<file path="config.mk">
export PLATFORM = sky130hd
export DESIGN_NAME = uart_rx_fifo
export DESIGN_NICKNAME = d
export VERILOG_FILES = /design/src/rtl/uart_pkg.sv /design/src/rtl/uart_fifo_mem.sv /design/src/rtl/uart_rx_fifo.sv
export SDC_FILE = /design/constraint.sdc
export NUM_CORES = 1
export LEC_CHECK = 0
export ABC_AREA = 1
export CAP_MARGIN = 30
export CORE_MARGIN = 2
export CORE_UTILIZATION = 60
export CTS_BUF_LIST = sky130_fd_sc_hd__clkbuf_8
export DETAILED_ROUTE_END_ITERATION = 10
export PLACE_DENSITY_LB_ADDON = 0.25
export SKIP_LAST_GASP = 1
export SYNTH_ARGS = -nofsm -noshare
export SYNTH_HDL_FRONTEND = slang
export SYNTH_HIERARCHICAL = 1
export SYNTH_SLANG_ARGS = --single-unit
</file>
<file path="constraint.sdc">
create_clock -name CLK -period 3 [get_ports CLK]
set_input_delay 0.45 -clock CLK [delete_from_list [all_inputs] [get_ports CLK]]
set_output_delay 0.45 -clock CLK [all_outputs]
set_load 0.05 [all_outputs]
</file>
<file path="src/rtl/uart_pkg.sv">
// Shared constants for the UART receive path.
package uart_pkg;

  localparam int UART_DATA_WIDTH    = 8;
  localparam int UART_RX_FIFO_DEPTH = 8;

endpackage

</file>
<file path="src/rtl/uart_fifo_mem.sv">
// Register-array storage for the receive FIFO: synchronous write, registered read.
module uart_fifo_mem
  import uart_pkg::*;
#(
  parameter int DATA_WIDTH = UART_DATA_WIDTH,
  parameter int DEPTH      = UART_RX_FIFO_DEPTH,
  parameter int ADDR_WIDTH = $clog2(DEPTH)
) (
  input  logic                  clk,
  input  logic                  rst_n,
  input  logic                  we,
  input  logic [ADDR_WIDTH-1:0] waddr,
  input  logic [DATA_WIDTH-1:0] wdata,
  input  logic [ADDR_WIDTH-1:0] raddr,
  output logic [DATA_WIDTH-1:0] rdata
);

  logic [DATA_WIDTH-1:0] mem_q [DEPTH];
  logic [DATA_WIDTH-1:0] rdata_q;

  always_ff @(posedge clk) begin
    if (we) mem_q[waddr] <= wdata;
  end

  // Write-first bypass so the output register always equals the post-edge array content.
  always_ff @(posedge clk or negedge rst_n) begin
    if (!rst_n) begin
      rdata_q <= '0;
    end else if (we && (waddr == raddr)) begin
      rdata_q <= wdata;
    end else begin
      rdata_q <= mem_q[raddr];
    end
  end

  assign rdata = rdata_q;

endmodule

</file>
<file path="src/rtl/uart_rx_fifo.sv">
// Receive byte buffer behind the UART receiver: strobe-driven push, FWFT valid/ready pop,
// registered fill flags and a sticky overflow flag.
module uart_rx_fifo
  import uart_pkg::*;
#(
  parameter int DATA_WIDTH = UART_DATA_WIDTH,
  parameter int DEPTH      = UART_RX_FIFO_DEPTH,
  parameter int ADDR_WIDTH = $clog2(DEPTH)
) (
  input  logic                  CLK,
  input  logic                  RST,
  input  logic [DATA_WIDTH-1:0] P_DATA,
  input  logic                  data_valid,
  output logic [DATA_WIDTH-1:0] rd_data,
  output logic                  rd_valid,
  input  logic                  rd_ready,
  output logic                  fifo_full,
  output logic                  fifo_empty,
  output logic [ADDR_WIDTH:0]   fifo_count,
  output logic                  overflow,
  input  logic                  ovf_clr
);

  localparam int CW = ADDR_WIDTH + 1;

  logic [ADDR_WIDTH-1:0] wr_ptr_q, wr_ptr_d;
  logic [ADDR_WIDTH-1:0] rd_ptr_q, rd_ptr_d;
  logic [CW-1:0]         count_q, count_d;
  logic                  rd_valid_q, rd_valid_d;
  logic                  full_q, full_d;
  logic                  empty_q, empty_d;
  logic                  ovf_q, ovf_d;
  logic                  push, pop, drop;

  // Read handshake: a byte leaves exactly when rd_valid && rd_ready at a rising edge;
  // rd_data is the head byte whenever rd_valid is high, and rd_ready alone does nothing.
  always_comb begin
    pop  = rd_valid_q && rd_ready;
    push = data_valid && ((count_q < CW'(DEPTH)) || pop);
    drop = data_valid && !push;
  end

  always_comb begin
    wr_ptr_d   = wr_ptr_q;
    rd_ptr_d   = rd_ptr_q;
    count_d    = count_q;
    ovf_d      = ovf_q;
    if (push) wr_ptr_d = wr_ptr_q + ADDR_WIDTH'(1);
    if (pop)  rd_ptr_d = rd_ptr_q + ADDR_WIDTH'(1);
    count_d    = count_q + CW'(push) - CW'(pop);
    rd_valid_d = (count_d != '0);
    full_d     = (count_d == CW'(DEPTH));
    empty_d    = (count_d == '0);
    // A drop in the same cycle as a clear must leave the flag set.
    if (drop)         ovf_d = 1'b1;
    else if (ovf_clr) ovf_d = 1'b0;
  end

  always_ff @(posedge CLK or negedge RST) begin
    if (!RST) begin
      wr_ptr_q   <= '0;
      rd_ptr_q   <= '0;
      count_q    <= '0;
      rd_valid_q <= 1'b0;
      full_q     <= 1'b0;
      empty_q    <= 1'b1;
      ovf_q      <= 1'b0;
    end else begin
      wr_ptr_q   <= wr_ptr_d;
      rd_ptr_q   <= rd_ptr_d;
      count_q    <= count_d;
      rd_valid_q <= rd_valid_d;
      full_q     <= full_d;
      empty_q    <= empty_d;
      ovf_q      <= ovf_d;
    end
  end

  // Read address is the next-cycle head so the registered output tracks the pointer with no lag.
  uart_fifo_mem #(
    .DATA_WIDTH (DATA_WIDTH),
    .DEPTH      (DEPTH),
    .ADDR_WIDTH (ADDR_WIDTH)
  ) u_mem (
    .clk   (CLK),
    .rst_n (RST),
    .we    (push),
    .waddr (wr_ptr_q),
    .wdata (P_DATA),
    .raddr (rd_ptr_d),
    .rdata (rd_data)
  );

  assign rd_valid   = rd_valid_q;
  assign fifo_full  = full_q;
  assign fifo_empty = empty_q;
  assign fifo_count = count_q;
  assign overflow   = ovf_q;

endmodule
</file>
==> results.cfg, run 1 <==
[place]
dp_hpwl_um = 4919
place_area_mm2 = 0.004210
port_buffers = 28
dp_cells = 479
place_ws_ns = 0.1235
gp_congestion = 0.8531

[clock_tree]
clk_latency_ns = 0.35
clockBufferDepth = 2
postCtsHoldBufs = 0
numClockSinks = 86
cts_buffers = 9
cts_resized = 0
cts-root-buf = clkbuf_8
clk_pin_slew_ns = 0.08
ctsHtreeMaxLevel = 3
postCtsSetupBuffers = 0
cts_tree = done

[floorplan]
fp.dieW_um = 83.87
die_y_um = 83.87
core_mm2 = 0.006241
io_pins = 29
initial_core_util_pct = 61.33
core.rowCount = 29
die_area_mm2 = 0.007034

[worst_hold_path]
hold_class = input pin to async pin

[yosys]
postSynthRegisterBits = 86
ys_seq_area_share_pct = 64.63
synth_cell_types = 26
netlist_area_mm2 = 0.003827
syn_avg_cell_area_um2 = 10.29
syn_inst = 372
syn_nets = 392
synth_warnings = 6

[status]
status = complete, no violations

[cells_and_area]
multiInputGateArea_mm2 = 0.001027
area_growth_pct = 15.59
nNetsFinal = 433
final_common_cell = nand2_1
instances_no_fill = 495
num-fill-cells = 463
final_cell_mix = 127 x nand2_1, 64 x edfxtp_1, 54 x inv_1
post-route-util_pct = 70.89
fin_area_mm2 = 0.004424
regArea_mm2 = 0.002474
drive_above_1_share_pct = 11.00
antenna_cells = 0

[timing]
setup_slack_ns = 0.4818
holdWs_ns = 0.4455
fin_skew_ns = 0.007150
setup_viol = 0
clock.fmax_ghz = 0.3971
hold_viol = 0
maxSlewViolCount = 0
period_share_pct = 83.94
setup_tns_ns = 0
rsz0062_at_grt = false
finalCriticalPeriod_ns = 2.518
relSlewSlack_pct = 53.11
worst_pin_slew_ns = 0.7007

[job]
drv_cap = 0

[worst_setup_path]
reg2reg_from = fifo_count[3]$_DFF_PN0_
crit_fanout = 4
criticalPathCategory = input pin to register
crit_required_ns = 3.28
crit_path_end_kind = register
cp_slowest_cell = clkdlybuf4s50_1
worstPathCellList = clkdlybuf4s50_1 -> nand2_2 -> a21boi_4 -> inv_2 -> ha_1 -> inv_1 -> ha_1 -> inv_1 -> fa_1 -> inv_1 -> or2_0 -> nor2_2 -> inv_1 -> nor2_1
r2r-end = fifo_full$_DFF_PN0_
start_kind = input pin
crit_path_frequent_cell = inv_1
critPathArrivalTime_ns = 2.80
cpPeakStageDelay_ns = 0.47
reg2reg_slack_ns = 0.59
reg2regPathDepth = 12

[detailed_routing]
drt-initial-drc-count = 251
viasPerCell = 5.121
wl_um = 7317
drt-pass1-iter-count = 4
drtAntennaViolNets = 0
wl_per_cell_um = 14.78
num_vias = 2535
drc = 0

[grt]
grt_pass1_wl_um = 12460
grt_overflow = 0
grt_pass1_vias = 2559
grt_max_degree = 34
grtUsageTotal_pct = 23.19
grt_antenna_before_repair = 0

[power_and_ir_drop]
power.density_mw_per_mm2 = 1156
p_leak_nw = 1.979
total_power_mw = 5.116
ir_worst_vdd_uv = 981.7
worst max-delay path, delay by kind of cell:
kind | cells | cell delay (ns)
buffers and inverters | 6 | 0.78
and+or+nand+nor | 4 | 0.52
AOI/OAI and AO/OA | 1 | 0.14
adders and majority gates | 3 | 0.91
cells in the mapped netlist, drive strengths merged:
cell type	count	area share, %
or2	1	0.16
dfstp	1	0.69
a21boi	1	0.49
a21oi	1	0.13
ha	6	2.0
dfrtp	21	14
fa	1	0.52
nand2	132	13
nand3	52	6.8
buf	11	2.6
nor2	14	1.8
inv	59	5.9
clkinv	1	0.23
o21ai	2	0.26
xnor2	4	0.92
xor2	1	0.23
edfxtp	64	50
final cells by class:
cell class | count | share of cell area [%]
sequential | 86 | 55.91
clock inverter | 7 | 2.036
timing repair buffer | 41 | 8.541
inverter | 60 | 5.317
clock buffer | 9 | 2.800
tap | 77 | 2.178
multi-input combinational | 215 | 23.22
flip-flops by register name, summed over array words and instances (netlist names):
register,cells
u_mem/mem_q,64
u_mem/rdata,8
fifo_count,4
rd_ptr_q,3
wr_ptr_q,3
fifo_empty,1
fifo_full,1
overflow,1
rd_valid,1
worst max-delay path by stage:
| stage | from | end | slack [ns] | cells after the start |
|---|---|---|---|---|
| detailed placement | rd_ready | fifo_empty$_DFF_PN1_ | 0.12 | 14 |
| floorplan | rd_valid$_DFF_PN0_ | fifo_full$_DFF_PN0_ | 0.36 | 13 |
| global route | rd_ready | fifo_empty$_DFF_PN1_ | 0.27 | 14 |
| finish | rd_ready | fifo_full$_DFF_PN0_ | 0.48 | 14 |
| CTS | rd_ready | fifo_empty$_DFF_PN1_ | 0.48 | 14 |
| global placement | rd_ready | fifo_full$_DFF_PN0_ | 0.18 | 14 |
where the power goes:
group          total, mW  switching (mW)  internal (mW)
clock              0.853           0.389          0.464
sequential          1.68           0.130           1.55
combinational       2.58            1.74          0.835
per-layer routing:
metal	part of all wire, %	track usage (%)	vias up
met5	0	0	-
met4	2.0	10.56	0
met3	7.7	4.154	13
met2	48	35.85	88
met1	43	32.51	1165
li1	-	-	1269
kinds of logic (layout without fill, tap and decap cells):
group	count (synthesis)	in the layout	share of synthesized area (%)
AOI/OAI and AO/OA	4	4	0.8823
xor gates and xnor gates	5	5	1.144
adders and majority gates	7	7	2.484
buffers and inverters	71	117	8.728
DFF	86	86	64.63
and+or+nand+nor	199	199	22.13
No activity file was read; power rests on OpenSTA's default activity.
==> run 2: changes to the inputs <==
Clock period 3 ns to 2.55 ns, I/O delays scaled along.
==> run 2 against run 1 <==
Sequential power grew 17%. Hold slack lost 0.096 ns. Worst setup slack lost 0.34 ns. Critical path depth is the same.
==> results.cfg, run 2 (synthesis gave the netlist of run 1 again) <==
[power_and_ir_drop]
total_power_mw = 5.992
switchingPower_mw = 2.710
switching_share_pct = 45.22
power.density_mw_per_mm2 = 1340
ir_worst_vdd_uv = 1100
p_int_mw = 3.282
p_clk_share_pct = 14.1
p_comb_share_pct = 53.0
p_leak_nw = 2.016
seqPwrFrac_pct = 32.9

[worst_setup_path]
critPathArrivalTime_ns = 2.68
start_kind = input pin
crit_fanout = 2
crit_path_end_kind = register
criticalPathCategory = input pin to register
crit_required_ns = 2.82

[cells_and_area]
fin_area_mm2 = 0.004472
drive_above_1_share_pct = 13.82
largest_reg_flops = 64
antenna_cells = 0
instances_no_fill = 504
top_register = u_mem/mem_q
num-fill-cells = 443
final_cell_mix = 127 x nand2_1, 64 x edfxtp_1, 53 x inv_1
final_common_cell = nand2_1
nNetsFinal = 442
area_growth_pct = 16.84

[worst_hold_path]
hold_class = input pin to register

[timing]
setup_tns_ns = 0
period_share_pct = 94.31
relSlewSlack_pct = 56.25
worst_pin_slew_ns = 0.6541
rsz0062_at_grt = false
clock.fmax_ghz = 0.4158
setup_viol = 0
fin_skew_ns = 0.007736
maxSlewViolCount = 0
hold_viol = 0
finalCriticalPeriod_ns = 2.405

[detailed_routing]
wl_per_cell_um = 14.56
num_vias = 2634
wl_um = 7339
drt-pass1-iter-count = 4
drtAntennaViolNets = 0
drt-initial-drc-count = 283
viasPerCell = 5.226
drc = 0

[place]
dp_hpwl_um = 5054
gp_congestion = 0.8834
port_buffers = 28
dp_cells = 488
place_area_mm2 = 0.004292

[floorplan]
fp.dieW_um = 83.87
io_pins = 29
core.rowCount = 29
die_area_mm2 = 0.007034
core_mm2 = 0.006241
die_y_um = 83.87
initial_core_util_pct = 61.33

[clock_tree]
cts-root-buf = clkbuf_8
clk_pin_slew_ns = 0.08
clockBufferDepth = 2
clk_latency_ns = 0.34
numClockSinks = 86
postCtsHoldBufs = 0
ctsHtreeMaxLevel = 3
postCtsSetupBuffers = 0
cts_tree = done
cts_buffers = 9

[grt]
grt_pass1_vias = 2529
grt_antenna_before_repair = 0
grtUsageTotal_pct = 22.51
grt_pass1_wl_um = 12100
grt_max_degree = 27
grt_overflow = 0

[job]
drv_cap = 0

[status]
status = complete, no violations
## run 2: power by group through the flow
stage               Clock (mW)  Combinational, mW  Sequential [mW]
global placement             0               3.07             1.99
detailed placement           0               3.15             2.00
CTS                      0.852               3.17             1.97
global route             0.904               3.51             2.00
finish                   0.844               3.18             1.97
floorplan                    0               1.90             2.39
## run 2: metrics by stage
step / utilization (%) / setup slack, ns / hold WS (ns)
after global placement: 68.77 / -0.1690 / 0.5111
final: 71.65 / 0.1451 / 0.3497
after global routing: 71.65 / 0.0006288 / 0.3739
after floorplan: - / 0.01541 / 0.08691
after CTS: 71.57 / 0.1189 / 0.4530
after detailed placement: 68.77 / -0.2517 / 0.5212
## run 2: what timing repair did
action                                  CTS  global route
endpoints found under the hold margin     0             0
endpoints found under the setup margin    0             2
resized for setup                         0             4
## run 2: critical path: stages
cell             delay, ns
clkdlybuf4s50_1       0.47
nand2_2               0.07
a21boi_4              0.14
inv_2                 0.05
ha_1                  0.28
inv_1                 0.06
ha_2                  0.17
inv_1                 0.05
fa_1                  0.47
inv_1                 0.05
or2_1                 0.21
nor2_2                0.12
inv_2                 0.05
nor2_1                0.10
## run 2: per-layer routing
metal  wire length, um  GRT usage [%]
met1              3243          32.94
met2              3420          33.82
met3               563          3.462
met4               110          10.12
met5                 0              0
## run 2: cell type report
| cell class | count | area (um^2) | area share (%) |
|---|---|---|---|
| clock inverter | 7 | 51.30 | 1.147 |
| timing repair buffer | 50 | 460.4 | 10.30 |
| sequential | 86 | 2475 | 55.34 |
| clock buffer | 9 | 123.9 | 2.770 |
| inverter | 60 | 235.2 | 5.260 |
| tap | 77 | 96.34 | 2.154 |
| multi-input combinational | 215 | 1030 | 23.03 |
## run 2: path summary, 6_finish.rpt
kind,startpoint,to,slack [ns],cells past startpoint
worst min register to register,overflow$_DFFE_PN0P_,overflow$_DFFE_PN0P_,0.53,2
min in group asynchronous,RST,fifo_count[2]$_DFF_PN0_,0.44,1
worst min-delay path,data_valid,overflow$_DFFE_PN0P_,0.35,3
worst max-delay path,rd_ready,fifo_full$_DFF_PN0_,0.15,14
worst max register to register,rd_valid$_DFF_PN0_,fifo_full$_DFF_PN0_,0.22,13
max in group asynchronous,RST,u_mem/rdata[6]$_DFF_PN0_,1.54,2
